==> src/rtl/aes_round_ctrl.sv <==
// Iterative AES encryption round sequencer: owns the cipher state, applies AddRoundKey,
// and drives a shared external round datapath once per round.
module aes_round_ctrl #(
  parameter int NR     = 10,
  parameter int DP_LAT = 1
) (
  input  logic         clk,
  input  logic         rst,
  input  logic         in_valid,
  output logic         in_ready,
  input  logic [127:0] in_data,
  output logic [3:0]   rk_idx,
  input  logic [127:0] rk,
  output logic [127:0] dp_in,
  output logic         dp_start,
  output logic         dp_last,
  input  logic [127:0] dp_out,
  output logic         out_valid,
  input  logic         out_ready,
  output logic [127:0] out_data,
  output logic         busy,
  output logic [3:0]   round
);

  typedef enum logic [1:0] {IDLE, ISSUE, WAIT, DONE} fsm_t;

  localparam logic [3:0] LAST      = 4'(NR);
  localparam bit         NO_WAIT   = (DP_LAT == 0);
  localparam logic [2:0] WAIT_INIT = (DP_LAT > 0) ? 3'(DP_LAT - 1) : 3'd0;

  fsm_t         fsm;
  logic [127:0] state_reg;
  logic [2:0]   wait_cnt;
  logic         capture;
  logic [127:0] next_state;

  // The datapath sees the held cipher state directly, so dp_in is stable for the whole round.
  assign dp_in = state_reg;

  always_comb begin
    capture    = ((fsm == ISSUE) && NO_WAIT) || ((fsm == WAIT) && (wait_cnt == 3'd0));
    next_state = dp_out ^ rk;
  end

  always_ff @(posedge clk) begin
    if (!rst) begin
      fsm       <= IDLE;
      state_reg <= '0;
      out_data  <= '0;
      round     <= '0;
      rk_idx    <= '0;
      wait_cnt  <= '0;
      dp_start  <= 1'b0;
      dp_last   <= 1'b0;
      out_valid <= 1'b0;
      busy      <= 1'b0;
      in_ready  <= 1'b1;
    end else begin
      dp_start <= 1'b0;
      case (fsm)
        IDLE: begin
          if (in_valid && in_ready) begin
            state_reg <= in_data ^ rk;
            round     <= 4'd1;
            rk_idx    <= 4'd1;
            dp_start  <= 1'b1;
            dp_last   <= (LAST == 4'd1);
            busy      <= 1'b1;
            in_ready  <= 1'b0;
            fsm       <= ISSUE;
          end
        end
        ISSUE: begin
          if (!NO_WAIT) begin
            wait_cnt <= WAIT_INIT;
            fsm      <= WAIT;
          end
        end
        WAIT: begin
          if (wait_cnt != 3'd0) wait_cnt <= wait_cnt - 3'd1;
        end
        DONE: begin
          if (out_ready) begin
            out_valid <= 1'b0;
            round     <= '0;
            rk_idx    <= '0;
            busy      <= 1'b0;
            in_ready  <= 1'b1;
            fsm       <= IDLE;
          end
        end
        default: fsm <= IDLE;
      endcase

      // Capture overrides the per-state transitions above: it ends the round.
      if (capture) begin
        state_reg <= next_state;
        if (round == LAST) begin
          out_data  <= next_state;
          out_valid <= 1'b1;
          dp_last   <= 1'b0;
          fsm       <= DONE;
        end else begin
          round    <= round + 4'd1;
          rk_idx   <= round + 4'd1;
          dp_start <= 1'b1;
          dp_last  <= ((round + 4'd1) == LAST);
          fsm      <= ISSUE;
        end
      end
    end
  end

endmodule
==> config.mk <==
export PLATFORM = sky130hd
export DESIGN_NAME = aes_round_ctrl
export DESIGN_NICKNAME = d
export VERILOG_FILES = /design/src/rtl/aes_round_ctrl.sv
export SDC_FILE = /design/constraint.sdc
export NUM_CORES = 1
export LEC_CHECK = 0
export BUFFER_PORTS_ARGS = -buffer_cell sky130_fd_sc_hd__buf_4
export CORE_AREA = 2 2 254 256
export DETAILED_ROUTE_END_ITERATION = 6
export DIE_AREA = 0 0 256 258
export HOLD_SLACK_MARGIN = 0.02
export SLEW_MARGIN = 0
export SYNTH_ARGS = -nofsm -noshare
export SYNTH_HDL_FRONTEND = slang
export SYNTH_SLANG_ARGS = --single-unit
==> constraint.sdc <==
create_clock -name clk -period 1.8 [get_ports clk]
set_input_delay 0.36 -clock clk [delete_from_list [all_inputs] [get_ports clk]]
set_output_delay 0.36 -clock clk [all_outputs]
set_load 0.02 [all_outputs]
==> impl_results.md <==
* Outcome: finished with violations
* Failing checks: negative setup slack
* Critical path's slowest cell: or3_1
* Worst slew margin at a little under three fifths
* Vias in the first global route at 15,834
* Most common cell after layout, fill and taps aside: buf_4
* Residual DRC count at 0
* Die H at approximately 260 µm
* Total GRT Usage at 18.7%
* I/O pin count at between 600 and 700
* Worst-margin pin slew at around 0.66 ns
* Power Total at 25.9 mW
* Crit-path max cell delay at about 0.36 ns
* Flip-flop and latch area at between 5000 and 6000 µm²
* Cell Chain, Critical Path: inv_2, ha_4, ha_4, buf_12, buf_16, clkbuf_16, and3_4, or3_1, a32o_1
* Via count at ~16,000
* Std-Cell Core Area at approximately 64,000 µm²
* Required @ worst endpoint at 2.22 ns
* Final period util at 118%
* Endpoints failing hold at 0
* Syn. warnings at 0
* CTS tree: yes
* Max Slew Vio Count at 0
* H-tree levels at 2
* Drt pass-1 iters at 5
* Pin count of the biggest net entering global routing at 87
* Syn Area/Cell at slightly above 9 µm²
* DRT iter0 DRCs at approximately 1,100
* Worst-path fanout max at 9
* Worst path most repeated cell: ha_4
* Endpoint class of the critical path: flip-flop
* Num Clock Sinks at about 270
* Post-CTS Hold Buffers at 0
* #FFs+latches synth at 274
* First-pass GRT wire length at roughly 96,000 µm
* P&R area growth vs syn at 76.2%
* Routed vias/inst at slightly above 5
* GP Congestion at just under 1
* Leakage at 10.0 nW
* Die area at ~66,000 µm²
* Post-Syn Nets at about 1,900
* Mapped Area at between 10,000 and 15,000 µm²
* Worst Hold Class: primary input to flip-flop
* Critical path data arrival time at ~2.5 ns
* Levels on crit path at 9
* Pre-CTS WS at -0.313 ns
* Post-synthesis sequential area ratio at about two fifths
* Footprint of the multi-input gates at a little over 9000 µm²
* Final WS setup at -0.316 ns
* Layout cells sized above 1 at between 50% and 60%
* Worst r2r path cells at 9
* Reg2reg start: wait_cnt[1]
* CP startpoint kind: flip-flop
* RSZ-0062 raised after global routing: yes
* Worst Hold Margin at ~0.11 ns
* Worst R2R Setup Slack at -0.32 ns
* Cell variety after synth at between 40 and 50
* Worst Setup SP: wait_cnt[1]
* Filler cells at around 6,200
* Critical path class: flip-flop to flip-flop
* Final Cell Area at around 25,000 µm²
* Worst Path Buf+Inv at 4
* Cell Pwr Density at 1050 nW/µm²
* Worst setup path endpoint: dp_in[69]
* Hpwl dp at between 40,000 and 50,000 µm
* Total CTS buffers at 36
* Antenna Nets Post-Route at 0
* Clock Latency Late Sink at approximately 0.55 ns
* Nets at between 2,000 and 3,000
* Antenna violations before repair at 2
* Wirelength per Cell at roughly 23 µm
* Bufs on Longest Clock Path at 3
* Clock Tree Root: clkbuf_16
* Routed wire length at 71,300 µm
* Most frequent cells in the layout: buf_4 (713), dfxtp_1 (270), o21ai_0 (134)
* I/O Buffers at roughly 660
* Clock Skews at 0.0241 ns
* Final core utilization at 38.9%
* Gr ovfl total at 0
* Cells after synthesis at between 1,500 and 2,000
* Worst vdd ir at 0.795 mV
* Post-DP Area at ~20,000 µm²
* Number of max-cap violations at 0
* Final setup viols at about 270
* Max Freq at ~470 MHz
* CTS clk-pin slew, worst paths at approximately 0.06 ns
* Fin crit period at 2.12 ns
* Rows at 93
* Initial core utilization at 22.1%
* Crit Reg-Reg Endpoint: dp_in[69]
* CP delay by family, top: buffers and inverters
* Die width at between 200 and 300 µm
worst min-delay path by stage:
stage / to / slack, ns / start / depth (start not counted)
finish: in_ready / 0.11 / rst / 2
global route: out_data[79] / 0.09 / rk[79] / 3
CTS: out_data[79] / 0.08 / dp_out[79] / 3
detailed placement: dp_in[125] / 0.46 / dp_in[125] / 1
global placement: dp_in[0] / 0.45 / dp_in[0] / 1
floorplan: wait_cnt[0] / 0.45 / wait_cnt[0] / 2
worst reg2reg max path: cells and delay by family (launching register included):
| family | cells | cell delay [ns] |
|---|---|---|
| AOI/OAI and AO/OA | 1 | 0.27 |
| adders and majority gates | 2 | 0.32 |
| buffers and inverters | 4 | 0.54 |
| DFF | 1 | 0.33 |
| and+or+nand+nor | 2 | 0.51 |
what timing repair did:
| item | CTS | global route |
|---|---|---|
| pin swaps | 74 | 46 |
| setup endpoints to repair | 265 | 268 |
| gates cloned | 24 | 19 |
| buffers inserted | 32 | 16 |
| gates resized for setup | 169 | 230 |
| hold endpoints to repair | 0 | 0 |
logic make-up (layout without fill, tap and decap cells):
family | count (synthesis) | count (layout) | share of synthesized area, %
simple gates | 287 | 287 | 12.6
compound gates | 673 | 673 | 33.4
flops | 274 | 274 | 39.0
mux | 1 | 1 | 0.0712
buf+inv | 157 | 901 | 5.94
xor+xnor | 131 | 131 | 8.16
fa+ha+maj | 9 | 9 | 0.801
other cells | 0 | 1 | 0
power breakdown:
group	total (mW)	internal (mW)	leakage [nW]	switching, mW
clock network	7.10	4.14	0.569	2.96
registers	7.63	7.04	2.23	0.593
logic	11.2	5.40	7.20	5.75
total	25.9	16.6	10.0	9.30
cell type report:
cell class / count / share of cell area (%)
tap: 855 / 4.32
timing repair buffer: 827 / 31.2
inverter: 12 / 0.192
antenna: 1 / 0.0101
clock inverter: 10 / 0.278
clock buffer: 52 / 4.33
sequential: 274 / 22.2
multi-input combinational: 1101 / 37.5
metrics by stage:
step	cells	setup TNS (ns)
final	3132	-43.83
after global routing	3131	-57.63
after CTS	3106	-39.73
after detailed placement	2989	-49.50
after global placement	2989	-39.48
after floorplan	1532	0
sequential cells by signal, indices dropped and copies added (netlist names), 2 cells and up:
register / flops
dp_in: 128
fsm: 2
out_data: 128
rk_idx: 4
round: 4
wait_cnt: 3
cell usage after synthesis:
master    instances  share of area, %
a31oi_1           1             0.045
and3_1          127               5.7
inv_1            12              0.32
a32oi_1           1             0.062
nand2b_1          2             0.089
buf_2            73               2.6
nand3_1           4              0.14
nand2_2           2             0.089
ha_1              9              0.80
nor2_2            1             0.045
a21boi_0        115               6.1
o21ai_0         138               4.9
xor2_1            3              0.19
and3b_1           1             0.062
or4_1             2              0.11
or3_1           127               5.7
nor3_1            1             0.036
o31a_1            1             0.062
and4b_1           1             0.071
a211oi_1        128               6.8
nor2_1            2             0.053
nand3b_1          1             0.053
o32ai_1           5              0.31
mux2i_1           1             0.071
buf_4            11              0.59
a32o_1          127               9.0
xnor2_1         128               8.0
dfxtp_1         274                39
clkbuf_1         46               1.2
buf_6            15               1.2
a21o_1            1             0.053
a21oi_1         136               4.8
o22ai_1           1             0.045
and2_1            2             0.089
nand4_1           2             0.089
o41ai_1           1             0.062
nand2_1           9              0.24
o21a_1            1             0.053
a21boi_1         14              0.75
o31ai_1           3              0.16
nor2b_1           3              0.13
layer usage:
metal / share of wire, % / track usage [%] / vias to the layer above
met5: 0.018 / 0 / -
li1: - / - / 7355
met4: 5.1 / 9.06 / 2
met3: 7.3 / 5.05 / 165
met2: 49 / 32.7 / 753
met1: 38 / 21.0 / 7841
(Power assumes the default switching activity.)
